$ cat src/rtl/jk_ff_seq_driver.sv
// jk_ff_seq_driver: drives J/K of an external posedge JK flip-flop so that its
// Q follows a latched bit pattern (bit 0 first), then checks Q after each step.
// Each bit takes three cycles: DRIVE (compute excitation), APPLY (hold J/K while
// the flip-flop samples them), CHECK (compare Q with the target bit).
// Optional build macro: JK_TOGGLE_EN -- when defined, a required change of state
// on bits 1..LEN-1 is driven as a toggle (J=K=1) instead of a set/reset.
//
// state   | meaning
// --------+-----------------------------------------------------------
// S_IDLE  | waiting for START; J=K=0; READY high
// S_DRIVE | load J/K with the excitation for pat[IDX] and current Q
// S_APPLY | J/K held stable; flip-flop samples at the closing edge
// S_CHECK | compare Q with pat[IDX]; advance IDX or finish
// S_FIN   | one-cycle DONE pulse, then back to idle
module jk_ff_seq_driver #(
    parameter int LEN   = 8,
    parameter int CNT_W = 4
) (
    input  logic             CLK,
    input  logic             RST_n,
    input  logic             START,
    input  logic [LEN-1:0]   PATTERN,
    output logic             READY,
    output logic             J,
    output logic             K,
    input  logic             Q,
    output logic             BUSY,
    output logic             DONE,
    output logic             ERR,
    output logic [CNT_W-1:0] ERR_CNT,
    output logic [CNT_W-1:0] IDX
);

    typedef enum logic [2:0] {
        S_IDLE  = 3'd0,
        S_DRIVE = 3'd1,
        S_APPLY = 3'd2,
        S_CHECK = 3'd3,
        S_FIN   = 3'd4
    } state_t;

    localparam logic [CNT_W-1:0] IDX_LAST = CNT_W'(LEN - 1);

    state_t             state_q, state_d;
    logic [LEN-1:0]     pat_q, pat_d;
    logic [CNT_W-1:0]   idx_q, idx_d;
    logic [CNT_W-1:0]   err_cnt_q, err_cnt_d;
    logic               err_q, err_d;
    logic               j_q, j_d;
    logic               k_q, k_d;
    logic               done_q, done_d;
    logic               tgt;

    // Select the target bit pat[IDX] without a variable-width bit select.
    always_comb begin
        tgt = 1'b0;
        for (int i = 0; i < LEN; i++) begin
            if (idx_q == CNT_W'(i)) tgt = pat_q[i];
        end
    end

    // Next-state, J/K excitation and error bookkeeping.
    always_comb begin
        state_d   = state_q;
        pat_d     = pat_q;
        idx_d     = idx_q;
        err_cnt_d = err_cnt_q;
        err_d     = err_q;
        j_d       = j_q;
        k_d       = k_q;
        done_d    = 1'b0;

        case (state_q)
            S_IDLE: begin
                j_d = 1'b0;
                k_d = 1'b0;
                if (START) begin
                    pat_d     = PATTERN;
                    idx_d     = '0;
                    err_d     = 1'b0;
                    err_cnt_d = '0;
                    state_d   = S_DRIVE;
                end
            end
            S_DRIVE: begin
                // Bit 0 is always forced: the flip-flop has no reset, so Q may be unknown.
                if (idx_q == '0) begin
                    j_d = tgt;
                    k_d = ~tgt;
                end else if (Q != tgt) begin
`ifdef JK_TOGGLE_EN
                    j_d = 1'b1;
                    k_d = 1'b1;
`else
                    j_d = tgt;
                    k_d = ~tgt;
`endif
                end else begin
                    j_d = 1'b0;
                    k_d = 1'b0;
                end
                state_d = S_APPLY;
            end
            S_APPLY: begin
                j_d     = 1'b0;
                k_d     = 1'b0;
                state_d = S_CHECK;
            end
            S_CHECK: begin
                if (Q != tgt) begin
                    err_d = 1'b1;
                    if (err_cnt_q != '1) err_cnt_d = err_cnt_q + CNT_W'(1);
                end
                if (idx_q == IDX_LAST) begin
                    done_d  = 1'b1;
                    state_d = S_FIN;
                end else begin
                    idx_d   = idx_q + CNT_W'(1);
                    state_d = S_DRIVE;
                end
            end
            S_FIN: begin
                state_d = S_IDLE;
            end
            default: begin
                j_d     = 1'b0;
                k_d     = 1'b0;
                state_d = S_IDLE;
            end
        endcase
    end

    // State and output registers with asynchronous active-low reset.
    always_ff @(posedge CLK or negedge RST_n) begin
        if (!RST_n) begin
            state_q   <= S_IDLE;
            pat_q     <= '0;
            idx_q     <= '0;
            err_cnt_q <= '0;
            err_q     <= 1'b0;
            j_q       <= 1'b0;
            k_q       <= 1'b0;
            done_q    <= 1'b0;
        end else begin
            state_q   <= state_d;
            pat_q     <= pat_d;
            idx_q     <= idx_d;
            err_cnt_q <= err_cnt_d;
            err_q     <= err_d;
            j_q       <= j_d;
            k_q       <= k_d;
            done_q    <= done_d;
        end
    end

    assign READY   = (state_q == S_IDLE);
    assign BUSY    = (state_q == S_DRIVE) || (state_q == S_APPLY) || (state_q == S_CHECK);
    assign DONE    = done_q;
    assign ERR     = err_q;
    assign ERR_CNT = err_cnt_q;
    assign IDX     = idx_q;
    assign J       = j_q;
    assign K       = k_q;

endmodule

$ cat config.mk
export PLATFORM = sky130hd
export DESIGN_NAME = jk_ff_seq_driver
export DESIGN_NICKNAME = d
export VERILOG_FILES = /design/src/rtl/jk_ff_seq_driver.sv
export SDC_FILE = /design/constraint.sdc
export NUM_CORES = 1
export LEC_CHECK = 0
export ABC_AREA = 1
export CORE_ASPECT_RATIO = 0.75
export CORE_MARGIN = 3
export CORE_UTILIZATION = 45
export DETAILED_ROUTE_END_ITERATION = 7
export DONT_BUFFER_PORTS = 1
export GPL_ROUTABILITY_DRIVEN = 1
export GPL_TIMING_DRIVEN = 1
export PLACE_DENSITY = 0.69
export SYNTH_ARGS = -nofsm -noshare
export SYNTH_HDL_FRONTEND = slang
export SYNTH_SLANG_ARGS = --single-unit
$ cat constraint.sdc
create_clock -name CLK -period 2.9 [get_ports CLK]
set_clock_uncertainty 0.1 [all_clocks]
set_input_delay 0.29 -clock CLK [delete_from_list [all_inputs] [get_ports CLK]]
set_output_delay 0.29 -clock CLK [all_outputs]
set_load 0.01 [all_outputs]
Word-level counts from Yosys, hierarchy flattened
Index checks and enable logic that the tools add are counted.
Widths: inputs -> output; s select.
Word-level totals
  bits in registers: 23
  latch bits: 0
  bits in writable memories: 0
  ROM bits: 0
  memories: 0
Operators by class
  add/sub/neg operators: 2
  $mul: 0
  div/mod/pow operators: 0
  order comparisons: 0
  equality and inequality tests: 17
  shift-type cells: 0
  multiplexer cells: 28
  bitwise operators: 1
  reduce and logical (&&, ||, !) cells: 10
Operator list (number)
  $eq 4x3->1 const B: 4
  $mux 1: 16
  $mux 4: 4
  $pmux 4 s2: 2
  $pmux 3 s4: 1
  $add 4x1->4 const B: 2
  $eq 4x2->1 const B: 2
  $ne 2x2->1 const B: 4
  $eq 3x2->1 const B: 2
  $mux 3: 2
  $pmux 1 s2: 3
  $reduce_and 3->1: 2
  $eq 4x1->1 const B: 1
  $logic_not 4->1: 1
  $ne 4x4->1 const B: 1
  $reduce_and 4->1: 1
  $eq 3x1->1 const B: 1
  $eq 3x3->1 const B: 1
  $logic_not 3->1: 1
  $logic_or 1x1->1: 2
  $reduce_and 2->1: 1
  $reduce_bool 2->1: 1
  $reduce_or 2->1: 1
  $ne 1x1->1: 1
  $not 1->1: 1

Depth between registers and ports, before layout
Gate-level depths: netlist of the first run.
  depth in word-level cells: 13
  depth in mapped cells: 16
  gate-level depth less buffers: 16

Worst setup path before layout of the first run
OpenSTA, ideal clock, no wires.
  path type: reg2reg
  start: register idx_q[0], in the netlist IDX[0]
  end: register err_cnt_q[2], in the netlist ERR_CNT[2]
  setup time: 0.125 ns
  arrival: 1.932 ns
  required time: 2.675 ns
  path slack: 0.743 ns
  stages on the path, launching flop included: 17
  buffers on the path: 0
  cell sequence: dfrtp_1 > inv_1 > ha_1 > nand2_1 > nand2_1 > nand3_1 > nand2_1 > nand2_1 > nand2_1 > nand2_1 > inv_1 > ha_1 > or2_4 > nand2_4 > o21ai_4 > nand2_1 > o31ai_2
Between the ends
  word-level cells in the longest chain between the ends: 12
  elaborated cells on any way between the ends: 19
  those cells by class: eq/ne (9); mux (8); reduce/logical (2)
RTL lines
  start: declaration: RTL line 46  | logic [CNT_W-1:0] idx_q, idx_d;
  start signal: assignment: RTL line 147  | idx_q <= idx_d;
  $logic_not 4->1: RTL line 58  | if (idx_q == CNT_W'(i)) tgt = pat_q[i];
  $mux 1 (7 in series): RTL line 58
  $mux 1 *: RTL line 58
  $ne 1x1->1 *: RTL line 110  | if (Q != tgt) begin
  $ne 2x2->1 (no line) *
  $reduce_and 4->1 (no line) *
  end signal: assignment: RTL line 148  | err_cnt_q <= err_cnt_d;
  end: declaration: RTL line 47  | logic [CNT_W-1:0] err_cnt_q, err_cnt_d;
Mark *: on every way between the ends. The rest lies on a longest branch, timed or not.
A chain may end at the register's enable or synchronous reset.

Worst setup path in the final report of the first run
Same ends and word-level chain as after synthesis.

==> results of run 1 <==
critical path: cells and delay by family (launching register included):
family	cells	cell delay, ps
compound gates	2	260
buf+inv	2	180
flops	1	460
fa+ha+maj	2	530
simple gates	9	760
sequential cells by signal (all words and copies together), names as in the netlist:
name,count
IDX,4
K,1
state_q,3
ERR,1
DONE,1
J,1
ERR_CNT,4
pat_q,8
layer usage:
layer,vias to the layer above,track usage,wire length (microns)
met5,-,0,0
met4,0,0.05068,14
met3,2,0.06374,149
met2,25,0.2451,1035
met1,444,0.2216,1199
li1,477,-,-
layout make-up:
class,count,area (sq um)
inverter,21,78.83
multi-input combinational,102,578.1
sequential,23,575.6
tap,34,42.54
clock buffer,4,45.04
timing repair buffer,1,10.01
fill,233,1129
timing repair:
| action | CTS | global route |
|---|---|---|
| endpoints found under the hold margin | 23 | 0 |
| resized for setup | 0 | 0 |
| hold buffers | 1 | 0 |
stage by stage:
stage | hold WS (ps) | utilization
5_1_grt | 27.44 | 0.5410
3_5_place_dp | -105.0 | 0.5186
4_1_cts | 33.94 | 0.5410
2_1_floorplan | -105.6 | -
3_3_place_gp | -105.0 | 0.5186
6_report | 35.70 | 0.5410
final timing paths:
kind / from / to / slack, ps / cells past startpoint
setup reg to reg: IDX[0] / ERR_CNT[2] / 520 / 15
hold / removal: PATTERN[7] / pat_q[7] / 40 / 2
hold reg to reg: pat_q[4] / pat_q[4] / 390 / 2
min in group asynchronous: RST_n / pat_q[1] / 550 / 1
setup / recovery: IDX[0] / ERR_CNT[2] / 520 / 15
max in group asynchronous: RST_n / state_q[0] / 1530 / 1
cell usage after synthesis:
library cell / count
nand2_1: 52
dfrtp_1: 23
inv_1: 16
ha_1: 7
a21oi_1: 6
nand3_1: 6
inv_2: 4
nor2_1: 4
o21ai_1: 4
nor3_1: 3
o21ai_0: 3
nand2_4: 2
o31ai_2: 2
buf_4: 1
clkinv_1: 1
nand3_4: 1
nand3b_1: 1
nor2_2: 1
o211a_1: 1
o21a_1: 1
o21ai_4: 1
o221ai_1: 1
o31ai_1: 1
o32ai_1: 1
or2_2: 1
or2_4: 1
xnor2_1: 1
xor2_1: 1
cells by family after synthesis:
logic type | share of synthesized area
flops | 0.4642
simple gates | 0.2614
xor+xnor | 0.01413
compound gates | 0.1201
fa+ha+maj | 0.07063
buf+inv | 0.06962
where the power goes:
| group | switching [mW] | leakage (nW) | internal (mW) |
|---|---|---|---|
| sequential | 0.127 | 0.295 | 0.440 |
| combinational | 0.397 | 0.371 | 0.237 |
| clock | 0.0965 | 0.0228 | 0.0979 |
| total | 0.620 | 0.689 | 0.775 |
==> impl_results.md, run 1 <==
- Core area: ~0.0025 sq mm
- Cells after Synth: 147
- Die X-Extent: 66.61 microns
- Post-CTS setup repair buffer count: 0
- Wire per inst: roughly 13 microns
- CTS tree: yes
- Yosys top cell by area: dfrtp_1
- Initial cell density of the core: 0.5043
- Clock Sink Count: 23
- Critical Path Start Type: register
- PnR worst setup slack: 522.6 ps
- Worst slew pin tran: 1024 ps
- Power Total: about 1.4 mW
- Post-route minimum period: 2377 ps
- First-pass GRT wire length: roughly 4200 microns
- Finished Cell Area: around 0.0013 sq mm
- HPWL after detailed placement: 1812 microns
- Vias in the first global route: between 800 and 900
- Cts bufs inserted: 3
- Top cell by count, worst path: nand2_1
- RSZ-0062 raised after global routing: false
- Total global routing overflow: 0
- Share of layout cells above drive strength 1: 0.1060
- PD cells: between 1000 and 1500 mW/mm^2
- Antenna viol nets, final: 0
- Worst Path Required: approximately 3000 ps
- Antenna fix cells: 0
- Critical Path Max Stage Delay: about 460 ps
- Max Cap Viol: 0
- Vias: between 900 and 1000
- Worst-Skew Late Latency: 260 ps
- DP Cell Count: 180
- Cell Area, Synth: roughly 0.0012 sq mm
- Headroom to the max-slew limit: 0.3150
- Total GRT Usage: 0.1654
- H-tree Lvls: 1
- Crit. End Element: register
- Final Cycle Share: 0.8198
- Die Ht: 51.46 microns
- Detailed Routing Iterations Pass 1: 4
- Largest cells by area after synthesis: dfrtp_1, nand2_1, ha_1
- Crit path max fanout: 7
- DP Worst Slack: ~530 ps
- Synth Register Bits: 23
- I/O Pins: 26
- Area grow syn2layout: 7.266%
- Layout Nets: approximately 170
- Leak: just under 0.7 nW
- Commonest non-fill, non-tap cell in the layout: nand2_1
- Peak Freq: 0.4206 GHz
- Cell Count, Final, Fillers Out: 185
- Setup violations, final: 0
- Slew Viols, Final: 0
- Mean Syn Cell Area: ~8.4 sq um
- Initial antenna violation count: 0
- Die ar.: 0.003428 sq mm
- Row count: 15
- Worst Hold Class: primary input to register
- WL final: 2398 microns
- Worst-path cell chain: inv_1 > ha_1 > nand2_1 > nand2_1 > nand3_1 > nand2_1 > nand2_1 > nand2_1 > nand2_1 > inv_1 > ha_1 > or2_4 > nand2_4 > o21ai_4 > o31ai_2
- Synth cell types: 28
- CTS root buf: clkbuf_8
- Port bufs: 0
- Top cell type's share of synthesized area: 0.4642
- Final GP Congestion: 0.8434
- Final Hold Fails: 0
- Critical path's slowest cell: dfrtp_1
- Drc violations: 0
- Sequential fraction of the synthesis area: 0.4642
- Setup tns final: 0 ps
- 1st-iter DRT viols: 31
- Post-DP Area: between 0.001 and 0.0015 sq mm
- Clock Path Buffers: 2
- Crit path arrival time: ~2500 ps
- Commonest cells after routing, fill and taps aside: nand2_1, dfrtp_1, inv_1, ha_1
- Synth Net Count: around 170
- Crit path kind: register to register
- Clk slew on worst S/H paths: about 80 ps
- Largest net degree at the start of global routing: 24
- Via-to-Cell Ratio: around 5.1
- Status: finished, final reports clean
- Maximum vdd drop: 0.4272 mV
- Synthesis warning total: 0
Note: power is estimated with default switching activity, not from simulation.
==> run 2: changes to the inputs <==
PLACE_DENSITY = 0.71   (was 0.69)
clock period = 2.15 ns   (was 2.9 ns; I/O delays follow)
==> run 2 against run 1 <==
Compared with the run above:
- via count is 12% higher
- the flow now finishes with violations (negative setup slack)
- critical path depth stayed put
- count of clock-buffer cells in the layout is the same
- power rose by 69%
- combinational power is 110% higher
- highest routed layer unchanged
==> impl_results.md, run 2 (synthesized netlist as in run 1, its figures left out) <==
- Status: finished, violations left
- Failing checks: negative setup slack
- Cts bufs inserted: 3 (unchanged)
- Worst-Skew Late Latency: 270 ps (about the same)
- Leak: 0.7904 nW (+15%)
- Clock Sink Count: 23 (unchanged)
- Wire per inst: 14.02 microns (+8.2%)
- Initial cell density of the core: 0.5043 (unchanged)
- Antenna viol nets, final: 0 (unchanged)
- Peak Freq: 0.4520 GHz (+7.5%)
- Fillers: 207 (-11%)
- Maximum vdd drop: 0.6920 mV (+62%)
- Final Cycle Share: 1.029 (+0.2092)
- Max Cap Viol: 0 (unchanged)
- Largest net degree at the start of global routing: 24 (unchanged)
- Clk slew on worst S/H paths: 80 ps (about the same)
- HPWL after detailed placement: 1985 microns (+9.6%)
- Total GRT Usage: 0.1917 (+0.02627)
- Slew Viols, Final: 0 (unchanged)
- CTS tree: yes
- Share of layout cells above drive strength 1: 0.3006 (+0.1946)
- Layout Nets: 193 (+13%)
- I/O Pins: 26 (unchanged)
- Setup violations, final: 4 (+4)
- H-tree Lvls: 1 (unchanged)
- Largest register FFs: 8 (unchanged)
- Global-route met3 utilization: 0.05714 (-0.006593)
- Area grow syn2layout: 31.28%
- Share of power burned in registers: 0.328 (-0.078)
- Hold Slack: 43.83 ps (+8.128 ps)
- FF-to-FF End: ERR_CNT[2]
- Post-route minimum period: 2212 ps (-165.1 ps)
- Worst R2R Setup Slack: -60 ps (-580 ps)
- Clock Path Buffers: 2 (unchanged)
- Crit. End Element: register
- Final GP Congestion: 0.8378 (-0.66%)
- M1 GR Usage: 0.2332 (+0.01158)
- Worst Path Required: 2230 ps (-740 ps)
- RSZ-0062 raised after global routing: true
- Switching share of power: 0.4420 (-0.002762)
- Detailed Routing Iterations Pass 1: 4 (unchanged)
- Worst Hold Class: primary input to register
- WL final: 2903 microns (+21%)
- R2R depth: 15 (unchanged)
- Int Power: 1.317 mW (+70%)
- Vias in the first global route: 1054 (+18%)
- Crit path arrival time: 2290 ps (-160 ps)
- Worst slew pin tran: 1041 ps (+16.83 ps)
- Die ar.: 0.003428 sq mm (unchanged)
- Headroom to the max-slew limit: 0.3038 (-0.01126)
- Switching pwr: 1.043 mW (+68%)
- Vias: 1063 (+12%)
- PnR worst setup slack: -62.29 ps (-584.9 ps)
- Hold depth: 2 (unchanged)
- Commonest cells after routing, fill and taps aside: nand2_1, dfrtp_1, buf_4, inv_1, dlygate4sd3_1
- CTS root buf: clkbuf_8
- Core area: 0.002459 sq mm (unchanged)
- Critical Path Start Type: register
- Die X-Extent: 66.61 microns (unchanged)
- Clock power share: 0.115 (-0.024)
- Worst reg2reg path startpoint: IDX[0]
- Commonest non-fill, non-tap cell in the layout: nand2_1
- Gate power share: 0.557 (+0.103)
- Final Hold Fails: 0 (unchanged)
- Crit path kind: register to register
- PD cells: 1450 mW/mm^2 (+38%)
- Met2 Usage GRT: 0.3125 (+0.06743)
- 1st-iter DRT viols: 40 (+29%)
- Top reg by flops: pat_q
- Via-to-Cell Ratio: 5.135 (+0.21%)
- Worst Hold End: state_q[0]
- Drc violations: 0 (unchanged)
- Total global routing overflow: 0 (unchanged)
- Crit path max fanout: 7 (unchanged)
- Hold_sp: START
- Die Ht: 51.46 microns (unchanged)
- Initial antenna violation count: 0 (unchanged)
- Antenna fix cells: 0 (unchanged)
- First-pass GRT wire length: 4850 microns (+16%)
- Power Total: 2.360 mW (+69%)
- Row count: 15 (unchanged)
- GRT Max-Usage Layer: met2
- Port bufs: 0 (unchanged)
==> run 2: cell count changes in the layout (fill, tap and decap cells not counted), sizes merged <==
cell,delta
buf,+14
dlygate4sd3,+8
==> run 2: repair_timing <==
action	in CTS	in global routing
hold buffers	9	0
buffers inserted	7	3
setup endpoints to repair	4	6
pin swaps	6	3
resized for setup	14	14
endpoints found under the hold margin	31	0
==> run 2: through the flow <==
stage	utilization	TNS, ps	setup WS (ps)	area [sq um]	cells
final	0.6621	-142.0	-62.29	1628	207
after global routing	0.6621	-585.7	-181.8	1628	207
after CTS	0.6366	-77.61	-77.61	1565	207
after detailed placement	0.5399	-381.3	-137.7	1328	187
after global placement	0.5399	-51.95	-18.16	1328	187
after floorplan	-	0	12.75	1240	147
==> run 2: final cells by class <==
class | count | area, sq um | area share
repair buffers | 23 | 195.2 | 0.1199
flip-flops and latches | 23 | 578.1 | 0.3551
multi-input cells | 102 | 683.2 | 0.4197
clock buffers | 4 | 45.04 | 0.02767
well taps | 34 | 42.54 | 0.02613
inverters | 21 | 83.83 | 0.05150
==> run 2: worst max path at each step <==
stage            endpoint  slack (ps)   start  depth (start not counted)
6_report       ERR_CNT[2]         -60  IDX[0]                         15
5_1_grt        ERR_CNT[2]        -180  IDX[0]                         15
4_1_cts        ERR_CNT[3]         -80  IDX[0]                         10
3_5_place_dp   ERR_CNT[3]        -140  IDX[1]                         15
3_3_place_gp   ERR_CNT[2]         -20  IDX[1]                         16
2_1_floorplan  ERR_CNT[2]          10  IDX[1]                         16
==> run 2: power by group through the flow <==
stage / registers, mW / clock network (mW) / logic (mW)
6_report: 0.774 / 0.271 / 1.31
5_1_grt: 0.801 / 0.296 / 1.48
4_1_cts: 0.771 / 0.275 / 1.20
3_5_place_dp: 0.760 / 0 / 0.979
3_3_place_gp: 0.752 / 0 / 0.944
2_1_floorplan: 0.737 / 0 / 0.711
==> run 2: worst max-delay path, stage by stage, from the launching register on <==
cell     delay (ps)
dfrtp_2         470
inv_4           110
ha_4            150
nand2_1          50
nand2_1          70
nand3_2          50
nand2_1          60
nand2_1          60
nand2_1          80
nand2_2          60
inv_2            60
ha_4            180
or2_4           240
nand2_4          70
o21ai_4          90
o31ai_2         210
==> run 2: metal layers <==
layer	vias up	wire length, microns
met3	6	189
met4	0	54
met2	31	1357
met5	-	0
met1	510	1302
li1	516	-
==> run 3: changes to the inputs <==
GPL_TIMING_DRIVEN = unset   (was 1)
==> results of run 3 <==
Final layout, timing and power as in run 2 (identical DEF).
